<file path="src/rtl/alu_acc_ctrl_if.sv">
// Bundle of the command, result and adder connections of the accumulator stage.
// slave is the accumulator stage's view; master is the view of the surrounding logic.
interface alu_acc_if #(
  parameter int WIDTH = 4
);
  logic             cmd_valid;
  logic             cmd_ready;
  logic [1:0]       cmd_op;
  logic [WIDTH-1:0] cmd_data;

  logic [WIDTH-1:0] add_a;
  logic [WIDTH-1:0] add_b;
  logic             add_m;
  logic [WIDTH-1:0] add_s;
  logic             add_c;
  logic             add_v;

  logic             res_valid;
  logic             res_ready;
  logic [WIDTH-1:0] res_data;
  logic [3:0]       res_flags;

  modport slave (
    input  cmd_valid, cmd_op, cmd_data, add_s, add_c, add_v, res_ready,
    output cmd_ready, add_a, add_b, add_m, res_valid, res_data, res_flags
  );

  modport master (
    output cmd_valid, cmd_op, cmd_data, add_s, add_c, add_v, res_ready,
    input  cmd_ready, add_a, add_b, add_m, res_valid, res_data, res_flags
  );
endinterface

</file>
<file path="src/rtl/alu_acc_ctrl.sv">
// Accumulator/sequencer stage around an external add/sub datapath.
// Define ALU_ACC_SAT_EN to clamp ADD/SUB results on signed overflow instead of wrapping.
//
// state | meaning
// IDLE  | cmd_ready=1, waiting for a command
// EXEC  | adder settles from registered operands; acc/flags captured at cycle end
// RESP  | result held on res_data/res_flags until res_ready
module alu_acc_ctrl #(
  parameter int WIDTH = 4
) (
  input logic     clk,
  input logic     rst_n,
  alu_acc_if.slave bus
);

  localparam logic [1:0] ST_IDLE = 2'd0;
  localparam logic [1:0] ST_EXEC = 2'd1;
  localparam logic [1:0] ST_RESP = 2'd2;

  localparam logic [1:0] OP_LOAD = 2'b00;
  localparam logic [1:0] OP_ADD  = 2'b01;
  localparam logic [1:0] OP_SUB  = 2'b10;
  localparam logic [1:0] OP_CLR  = 2'b11;

  logic [1:0]       state;
  logic [1:0]       op_q;
  logic [WIDTH-1:0] acc;
  logic [WIDTH-1:0] opnd;
  logic             add_m_q;
  logic [3:0]       flags;
  logic             res_valid_q;

  logic [WIDTH-1:0] acc_nxt;
  logic [3:0]       flags_nxt;

  assign bus.cmd_ready = (state == ST_IDLE);
  assign bus.add_a     = acc;
  assign bus.add_b     = opnd;
  assign bus.add_m     = add_m_q;
  assign bus.res_valid = res_valid_q;
  assign bus.res_data  = acc;
  assign bus.res_flags = flags;

  // Flags are {Z,N,C,V}; Z/N always follow the value that lands in acc.
  always_comb begin
    acc_nxt   = acc;
    flags_nxt = flags;
    case (op_q)
      OP_LOAD: begin
        acc_nxt   = opnd;
        flags_nxt = {(opnd == '0), opnd[WIDTH-1], 1'b0, 1'b0};
      end
      OP_CLR: begin
        acc_nxt   = '0;
        flags_nxt = 4'b1000;
      end
      default: begin
        acc_nxt = bus.add_s;
`ifdef ALU_ACC_SAT_EN
        // Clamp direction follows the sign of acc before the operation.
        if (bus.add_v) begin
          acc_nxt = acc[WIDTH-1] ? {1'b1, {(WIDTH-1){1'b0}}}
                                 : {1'b0, {(WIDTH-1){1'b1}}};
        end
`endif
        flags_nxt = {(acc_nxt == '0), acc_nxt[WIDTH-1], bus.add_c, bus.add_v};
      end
    endcase
  end

  always_ff @(posedge clk or negedge rst_n) begin
    if (!rst_n) begin
      state       <= ST_IDLE;
      op_q        <= OP_LOAD;
      acc         <= '0;
      opnd        <= '0;
      add_m_q     <= 1'b1;
      flags       <= 4'b0000;
      res_valid_q <= 1'b0;
    end else begin
      case (state)
        ST_IDLE: begin
          if (bus.cmd_valid) begin
            op_q    <= bus.cmd_op;
            opnd    <= bus.cmd_data;
            add_m_q <= (bus.cmd_op != OP_SUB);
            state   <= ST_EXEC;
          end
        end
        ST_EXEC: begin
          acc         <= acc_nxt;
          flags       <= flags_nxt;
          res_valid_q <= 1'b1;
          state       <= ST_RESP;
        end
        ST_RESP: begin
          if (bus.res_ready) begin
            res_valid_q <= 1'b0;
            state       <= ST_IDLE;
          end
        end
        default: begin
          res_valid_q <= 1'b0;
          state       <= ST_IDLE;
        end
      endcase
    end
  end

endmodule

</file>
<file path="src/flat_wrapper.sv">
// flat-port wrapper written by rule: the top's interface ports become plain ports
module alu_acc_ctrl_flat 
#(
  parameter int WIDTH = 4
)
  (clk, rst_n, bus_cmd_valid, bus_cmd_op, bus_cmd_data, bus_add_s, bus_add_c, bus_add_v, bus_res_ready, bus_cmd_ready, bus_add_a, bus_add_b, bus_add_m, bus_res_valid, bus_res_data, bus_res_flags);
  alu_acc_if #(.WIDTH(WIDTH)) bus_i ();
  input logic clk;
  input logic rst_n;
  input wire logic [$bits(bus_i.cmd_valid)-1:0] bus_cmd_valid;
  input wire logic [$bits(bus_i.cmd_op)-1:0] bus_cmd_op;
  input wire logic [$bits(bus_i.cmd_data)-1:0] bus_cmd_data;
  input wire logic [$bits(bus_i.add_s)-1:0] bus_add_s;
  input wire logic [$bits(bus_i.add_c)-1:0] bus_add_c;
  input wire logic [$bits(bus_i.add_v)-1:0] bus_add_v;
  input wire logic [$bits(bus_i.res_ready)-1:0] bus_res_ready;
  output wire logic [$bits(bus_i.cmd_ready)-1:0] bus_cmd_ready;
  output wire logic [$bits(bus_i.add_a)-1:0] bus_add_a;
  output wire logic [$bits(bus_i.add_b)-1:0] bus_add_b;
  output wire logic [$bits(bus_i.add_m)-1:0] bus_add_m;
  output wire logic [$bits(bus_i.res_valid)-1:0] bus_res_valid;
  output wire logic [$bits(bus_i.res_data)-1:0] bus_res_data;
  output wire logic [$bits(bus_i.res_flags)-1:0] bus_res_flags;
  assign bus_i.cmd_valid = bus_cmd_valid;
  assign bus_i.cmd_op = bus_cmd_op;
  assign bus_i.cmd_data = bus_cmd_data;
  assign bus_i.add_s = bus_add_s;
  assign bus_i.add_c = bus_add_c;
  assign bus_i.add_v = bus_add_v;
  assign bus_i.res_ready = bus_res_ready;
  assign bus_cmd_ready = bus_i.cmd_ready;
  assign bus_add_a = bus_i.add_a;
  assign bus_add_b = bus_i.add_b;
  assign bus_add_m = bus_i.add_m;
  assign bus_res_valid = bus_i.res_valid;
  assign bus_res_data = bus_i.res_data;
  assign bus_res_flags = bus_i.res_flags;
  alu_acc_ctrl #(.WIDTH(WIDTH)) u_core (.clk(clk), .rst_n(rst_n), .bus(bus_i));
endmodule
</file>
<file path="config.mk">
export PLATFORM = sky130hd
export DESIGN_NAME = alu_acc_ctrl_flat
export DESIGN_NICKNAME = d
export VERILOG_FILES = /design/src/rtl/alu_acc_ctrl_if.sv /design/src/rtl/alu_acc_ctrl.sv /design/src/flat_wrapper.sv
export SDC_FILE = /design/constraint.sdc
export NUM_CORES = 1
export LEC_CHECK = 0
export ABC_AREA = 1
export CORE_UTILIZATION = 37
export CTS_BUF_LIST = sky130_fd_sc_hd__clkbuf_16
export DETAILED_ROUTE_END_ITERATION = 6
export MAX_ROUTING_LAYER = met4
export PLACE_DENSITY = 0.74
export SLEW_MARGIN = 20
export SYNTH_ARGS = -nofsm -noshare
export SYNTH_HDL_FRONTEND = slang
export SYNTH_SLANG_ARGS = --single-unit
export TNS_END_PERCENT = 1
</file>
<file path="constraint.sdc">
create_clock -name clk -period 1.15 [get_ports clk]
set_input_delay 0.23 -clock clk [delete_from_list [all_inputs] [get_ports clk]]
set_output_delay 0.23 -clock clk [all_outputs]
set_load 0.02 [all_outputs]
</file>
== Yosys cells after proc, flatten, opt, wreduce, memory -nomap -nowiden ==
Cells that the tools add are included.
Word-level totals
  bits in registers: 18
  input bits: 16
  output and inout bits: 19
  word-level logic and storage cells: 28
Operators by class
  equality and inequality tests: 6
  mux-type cells: 7
  bitwise logic cells: 1
  reductions and logical operators: 7
Operators by type and width (count)
  4-bit case mux with 2 select lines: 2
  4-bit logical NOT: 2
  2-bit inequality test, second input constant: 3
  2-bit case mux with 3 select lines: 1
  2-bit AND reduction: 3
  2-bit equality test, second input constant: 2
  2-bit logical NOT: 2
  2-bit 2-to-1 mux: 2
  1-bit case mux with 3 select lines: 1
  2-bit by 1-bit equality test with 1-bit output, second input constant: 1
  1-bit 2-to-1 mux: 1
  1-bit NOT: 1

== Longest topological paths before layout ==
Gate-level depths: netlist of the first run.
  depth after elaboration: 3
  gate-level depth with buffers: 7
  mapped depth without buffers: 6

== Least setup slack after synthesis of the first run ==
No wires, ideal clock.
  path kind: register -> register
  start: register u_core.op_q[0]
  end: register u_core.flags[2], in the netlist u_core.bus.res_flags[2]
  library setup time: 0.124 ns
  arrival: 1.110 ns
  data required time: 1.026 ns
  slack: -0.084 ns
  stages on the path, launching flop included: 7
  buffers on the path: 1
  clock period less this slack: 1.234 ns
  cell sequence: dfrtp_1 inv_1 ha_1 clkbuf_1 inv_1 nand3_1 a21oi_1
On the way
  longest elaborated chain between the ends: 2
  elaborated cells on any way between the ends: 3
  classes of those cells: eq/ne: 1; mux: 1; reduce/logical: 1
Ends and longest elaborated chain
  from (decl): line alu_acc_ctrl.sv:26  | logic [1:0] op_q;
  from (signal assigned): line alu_acc_ctrl.sv:84  | op_q <= bus.cmd_op;
  2-bit equality test / 2-bit logical NOT (equally long branches): line alu_acc_ctrl.sv:48  | case (op_q)
  4-bit case mux with 2 select lines (*): line alu_acc_ctrl.sv:48
  to (signal assigned): line alu_acc_ctrl.sv:92  | flags <= flags_nxt;
  to (decl): line alu_acc_ctrl.sv:30  | logic [3:0] flags;
Mark *: on every way between the ends. The rest lies on a longest branch, timed or not.
A chain may end at the register's enable or synchronous reset.

== Worst setup path after layout of the first run ==
  start: register u_core.state[1]
  end: register u_core.acc[1], in the netlist u_core.bus.add_a[1]
On the way
  longest elaborated chain between the ends: 1
Ends and longest elaborated chain
  from (decl): line alu_acc_ctrl.sv:25  | logic [1:0] state;
  from (signal assigned): line alu_acc_ctrl.sv:73  | state <= ST_IDLE;
  from (signal assigned): line alu_acc_ctrl.sv:87  | state <= ST_EXEC;
  from (signal assigned): line alu_acc_ctrl.sv:94  | state <= ST_RESP;
  2-bit by 1-bit equality test with 1-bit output: line alu_acc_ctrl.sv:81  | case (state)
  to (signal assigned): line alu_acc_ctrl.sv:91  | acc <= acc_nxt;
  to (decl): line alu_acc_ctrl.sv:27  | logic [WIDTH-1:0] acc;
Every way passes these cells.

==> results of run 1 <==
worst reg2reg max path, cell delays in order, from the launching register on:
cell and delay [ns]:
dfrtp_1 0.40, buf_4 0.16, nor2_4 0.17, inv_4 0.07
a21oi_1 0.15, a21oi_2 0.07
kinds of logic after synthesis:
kind of cell	Yosys count
simple gates	44
flops	17
buf+inv	15
compound gates	14
fa+ha+maj	2
state kept, by name (all words and copies together), names as in the netlist:
signal,count
u_core.state,2
u_core.op_q,2
u_core.bus.add_a,3
u_core.bus.res_valid,1
u_core.bus.add_b,4
u_core.bus.add_m,1
u_core.bus.res_flags,4
cells in the mapped netlist:
cell,n,area (um^2)
nor2_1,10,37.5
ha_1,2,25.0
dfrtp_1,16,400
o21ai_1,2,10.0
nor2_2,1,6.26
clkbuf_1,1,3.75
buf_4,5,37.5
inv_1,6,22.5
inv_4,1,6.26
nor2_4,2,22.5
dfstp_2,1,26.3
nand3_1,8,40.0
a21oi_1,11,55.1
inv_2,1,3.75
or2_2,1,6.26
nand2_4,1,11.3
a31oi_1,1,6.26
nand2_1,21,78.8
inv_6,1,8.76
power by group:
group	leakage [nW]	switching (W)	internal, W
clock	0.0423	0.000202	0.000460
sequential	0.205	0.000191	0.000902
combinational	0.410	0.00125	0.00102
timing repair:
action | 4_1_cts | 5_1_grt
gates resized for setup | 45 | 27
gates cloned | 0 | 0
pin swaps | 0 | 2
endpoints found under the setup margin | 26 | 26
endpoints found under the hold margin | 0 | 0
hold buffers | 0 | 0
cells in the final DEF (no fill, tap or decap):
master and instances:
inv_1 4, dfstp_2 1, nand3_1 8, ha_1 1, o21ai_1 2, buf_2 3
buf_4 17, nand2_4 1, ha_4 1, clkbuf_2 13, dfrtp_1 16, nor2_1 10
buf_12 1, a31oi_1 1, clkdlybuf4s15_2 1, or2_2 1, buf_6 1, a21oi_2 2
nand2_1 21, inv_6 1, clkdlybuf4s50_1 15, nor2_2 1, inv_2 3, nor2_4 2
clkbuf_16 3, a21oi_1 9, inv_4 2
final cells by class:
cell class	instances	area, um^2
Clock inverter	1	3.75
Clock buffer	3	75.1
Multi-Input combinational cell	60	319
Fill cell	170	699
Sequential cell	17	427
Tap cell	27	33.8
Timing Repair Buffer	51	400
Inverter	9	43.8
worst max path at each step:
stage / slack (ns) / end
after global routing: -0.04 / u_core.bus.add_a[1]
after global placement: -0.18 / bus_add_m
final: 0.01 / u_core.bus.add_a[1]
after detailed placement: -0.18 / bus_cmd_ready
after CTS: -0.04 / bus_add_a[3]
after floorplan: -0.002 / u_core.bus.add_a[0]
metrics by stage:
step / power [W] / cells / util (%) / worst slack [ns] / instance area (um^2)
detailed placement: 0.00351 / 164 / 64.0 / -0.183 / 1280
CTS: 0.00411 / 168 / 68.3 / -0.0434 / 1370
global placement: 0.00346 / 164 / 64.0 / -0.181 / 1280
global route: 0.00433 / 168 / 65.1 / -0.0447 / 1300
finish: 0.00402 / 168 / 65.1 / 0.0115 / 1300
floorplan: 0.00243 / 92 / - / -0.00170 / 818
metal layers:
layer	track usage [%]	share of wire (%)	vias to the layer above
met5	-	0	-
met4	7.35	0.57	0
met3	4.72	7.7	2
met2	28.9	47	29
met1	21.5	44	328
li1	-	-	390
==> flow_metrics.py, run 1 <==
metrics = {
    "setup_path": {
        "path_max_fanout": 6,
        "rr_startpoint": "u_core.state[1]",
        "cp_slowest_cell": "dfrtp_1",
        "path_cells": "buf_4 > nor2_4 > inv_4 > a21oi_1 > a21oi_2",
        "max_stage_delay_ns": 0.40,
        "critPathBufInv": 2,
        "cp_num_cells": 5,
        "crit_type": "flop to flop",
        "worst_r2r_endpoint": "u_core.bus.add_a[1]",
        "end_kind": "flop",
        "rrSetupSlack_ns": 0.01,
        "cp-start-kind": "flop",
        "reg2reg_depth": 5,
        "cpLargestDelayFamily": "flip-flops",
        "cp.arrival_ns": 1.26,
        "cp.required_ns": 1.27,
        "crit_start": "u_core.state[1]",
    },
    "drt": {
        "wl_per_cell_um": 10.4,
        "drt_drc_violations_left": 0,
        "drtIter0Drc": 1,
        "ant_nets": 0,
        "drt_first_pass_iters": 4,
        "vias": 749,
        "routed_via_density": 4.46,
        "wirelength_um": 1760,
    },
    "clock_network": {
        "path_clk_slew_ns": 0.05,
        "root_buffer": "clkbuf_16",
        "postCtsSetupRepairBufs": 0,
        "cts.sinks": 17,
        "clk_latency_ns": 0.24,
        "cts_made_buffers": 3,
        "clockBufferDepth": 2,
        "htree_levels": 1,
        "cts_tree": "done",
    },
    "floorplan": {
        "dieArea_um2": 2380,
        "rows": 16,
        "die_x_um": 48.7,
        "num_io_pins": 35,
        "start_util_pct": 40.4,
        "die_y_um": 48.7,
        "core_um2": 2000,
    },
    "grt": {
        "antenna_found_initial": 0,
        "grt_pass1_vias": 743,
        "grt_pass1_wl_um": 3170,
        "grt_max_degree": 18,
        "grt_usage_pct": 18.1,
        "grt-ovfl-total": 0,
    },
    "synth": {
        "synth-compound-area-share_pct": 8.82,
        "syn_avg_cell_area_um2": 8.79,
        "synth_xor_area_share_pct": 0,
        "synth_top_family_by_area": "simple AND/OR/NAND/NOR gates",
        "ys_ff_latch": 17,
        "postSynthNetCount": 110,
        "ys_seq_area_share_pct": 52.8,
        "netlist_instances": 92,
        "ys_types": 19,
        "syn-cell-area_um2": 808,
        "synthMuxAreaShare_pct": 0,
        "yosysWarnings": 0,
        "synth_simple_gate_area_share_pct": 25.1,
        "synthAdderAreaFrac_pct": 3.10,
    },
    "timing": {
        "tns_ns": 0,
        "relSlewSlack_pct": 88.9,
        "hold_slack_ns": 0.329,
        "clock.fmax_ghz": 0.878,
        "period_share_pct": 99.0,
        "slew_viol_final": 0,
        "worst_slew_pin_slew_ns": 0.166,
        "setup_viol": 0,
        "finalHoldViolCount": 0,
        "min_period_ns": 1.14,
        "rsz0062_at_grt": "true",
        "clock_skew_ns": 0.000972,
    },
    "power": {
        "ir_worst_vdd_v": 0.00184,
        "p_per_area_nw_per_um2": 3090,
        "leakagePower_nw": 0.657,
    },
    "final_layout": {
        "drive_above_1_share_pct": 38.3,
        "final_nets": 160,
        "num_antenna_cells": 0,
        "areaGrowthSynthToFinish_pct": 61.1,
    },
    "placement": {
        "portBuffers": 34,
        "gp_congestion": 0.824,
        "dpl.hpwl_um": 1300,
    },
    "min_path": {
        "worst_hold_path_type": "primary input to asynchronous set/reset pin",
    },
    "run": {
        "cap_violations": 0,
    },
    "outcome": {
        "status": "completed",
    },
}
No activity file was read; power rests on OpenSTA's default activity.
==> inputs of run 2 (changes only) <==
--- a/config.mk
+++ b/config.mk
@@ -6,6 +6,7 @@
 export NUM_CORES = 1
 export LEC_CHECK = 0
 export ABC_AREA = 1
+export CORE_ASPECT_RATIO = 0.9
 export CORE_UTILIZATION = 37
 export CTS_BUF_LIST = sky130_fd_sc_hd__clkbuf_16
 export DETAILED_ROUTE_END_ITERATION = 6
==> run 2 against run 1 <==
  * Utilization grew 2.2 points
  * Sequential cell count is the same
  * Via count grew 2.0%
  * Die area is essentially flat
  * Cell count shrank 1.2%
  * Clock skew is essentially flat
==> flow_metrics.py, run 2 (same netlist as run 1, synthesis figures left out) <==
metrics = {
    "timing": {
        "slew_viol_final": 0,
        "relSlewSlack_pct": 75.8,
        "rsz0062_at_grt": "true",
        "clock_skew_ns": 0.00105,
        "hold_slack_ns": 0.266,
        "clock.fmax_ghz": 0.882,
        "finalHoldViolCount": 0,
        "min_period_ns": 1.13,
        "worst_slew_pin_slew_ns": 0.362,
        "setup_viol": 0,
        "period_share_pct": 98.6,
    },
    "placement": {
        "dp.cells": 161,
        "place_area_um2": 1260,
        "portBuffers": 34,
        "gp_congestion": 0.724,
        "dpl.hpwl_um": 1460,
    },
    "setup_path": {
        "path_max_fanout": 2,
        "end_kind": "primary output",
        "cp-start-kind": "flop",
        "cpLargestDelayFamily": "flip-flops",
        "path_cells": "buf_6",
        "max_stage_delay_ns": 0.55,
        "cp.arrival_ns": 0.90,
        "cp.required_ns": 0.92,
        "rr_startpoint": "u_core.op_q[1]",
        "crit_start": "u_core.bus.add_m",
        "cp_slowest_cell": "dfstp_2",
        "crit_type": "flop to primary output",
        "critPathBufInv": 1,
    },
    "grt": {
        "grt_pass1_vias": 772,
        "antenna_found_initial": 0,
        "grt_pass1_wl_um": 3170,
        "grt_usage_pct": 18.8,
        "grt-ovfl-total": 0,
        "grt_max_degree": 10,
    },
    "floorplan": {
        "core_um2": 1990,
        "num_io_pins": 35,
        "die_y_um": 46.3,
        "rows": 15,
        "dieArea_um2": 2380,
        "die_x_um": 51.3,
        "start_util_pct": 40.6,
    },
    "final_layout": {
        "final_cells": 166,
        "design_area_um2": 1340,
        "drive_above_1_share_pct": 36.9,
        "areaGrowthSynthToFinish_pct": 65.6,
        "num_antenna_cells": 0,
        "final_nets": 160,
        "final_cell_mix": "21 x nand2_1, 16 x buf_4, 16 x dfrtp_1",
        "final_util_pct": 67.3,
        "layout_commonest_cell": "nand2_1",
    },
    "clock_network": {
        "root_buffer": "clkbuf_16",
        "clk_latency_ns": 0.24,
        "cts_tree": "done",
        "htree_levels": 1,
        "clockBufferDepth": 2,
        "cts_made_buffers": 3,
        "cts.sinks": 17,
        "postCtsHoldBufs": 0,
        "path_clk_slew_ns": 0.05,
    },
    "drt": {
        "vias": 764,
        "wl_per_cell_um": 11.5,
        "drt_first_pass_iters": 4,
        "ant_nets": 0,
        "drtIter0Drc": 16,
        "routed_via_density": 4.60,
        "drt_drc_violations_left": 0,
        "wirelength_um": 1910,
    },
    "run": {
        "cap_violations": 0,
    },
    "power": {
        "p_per_area_nw_per_um2": 3080,
        "leakagePower_nw": 0.657,
        "ir_worst_vdd_v": 0.00150,
    },
    "outcome": {
        "status": "completed",
    },
    "min_path": {
        "worst_hold_path_type": "primary input to asynchronous set/reset pin",
    },
}
==> run 2: power by group <==
| part | internal (W) | total [W] | switching (W) |
|---|---|---|---|
| Clock | 0.000460 | 0.000666 | 0.000206 |
| Sequential | 0.000902 | 0.00110 | 0.000196 |
| Combinational | 0.00110 | 0.00236 | 0.00127 |
| Total | 0.00246 | 0.00413 | 0.00167 |
==> run 2: worst paths after layout <==
| kind | endpoint | slack [ns] | cells after the start |
|---|---|---|---|
| min | u_core.bus.res_flags[1] | 0.27 | 1 |
| max in group asynchronous | u_core.bus.add_a[0] | 0.46 | 2 |
| max reg2reg | u_core.bus.res_flags[3] | 0.05 | 6 |
| min in group clk | u_core.bus.res_flags[0] | 0.48 | 2 |
| min reg2reg | u_core.bus.res_flags[0] | 0.48 | 2 |
| max | bus_add_m | 0.02 | 1 |
==> run 2: timing repair <==
action / in CTS / in global routing
resized for setup: 59 / 15
endpoints found under the setup margin: 26 / 20
pin swaps: 0 / 4
buffers inserted: 0 / 1
==> run 2: cell type report <==
| cell class | count | area [um^2] |
|---|---|---|
| inverters | 9 | 43.8 |
| fillers | 183 | 651 |
| multi-input cells | 60 | 320 |
| well taps | 25 | 31.3 |
| clock buffers | 3 | 75.1 |
| repair buffers | 51 | 438 |
| clock inverters | 1 | 3.75 |
| flip-flops and latches | 17 | 427 |
==> run 2: per-layer routing <==
layer	up-vias	share of wire (%)	GRT usage, %
met5	-	0	-
met4	0	0	4.86
met3	0	8.1	3.63
met2	38	47	32.9
met1	340	44	22.4
li1	386	-	-
==> run 2: through the flow <==
step | power, W | setup TNS (ns) | setup WS (ns)
after floorplan | 0.00243 | -0.00677 | -0.00170
after global placement | 0.00341 | -0.843 | -0.191
after detailed placement | 0.00348 | -1.40 | -0.187
after CTS | 0.00417 | -0.0115 | -0.0115
after global routing | 0.00442 | -0.122 | -0.0289
final | 0.00413 | 0 | 0.0156
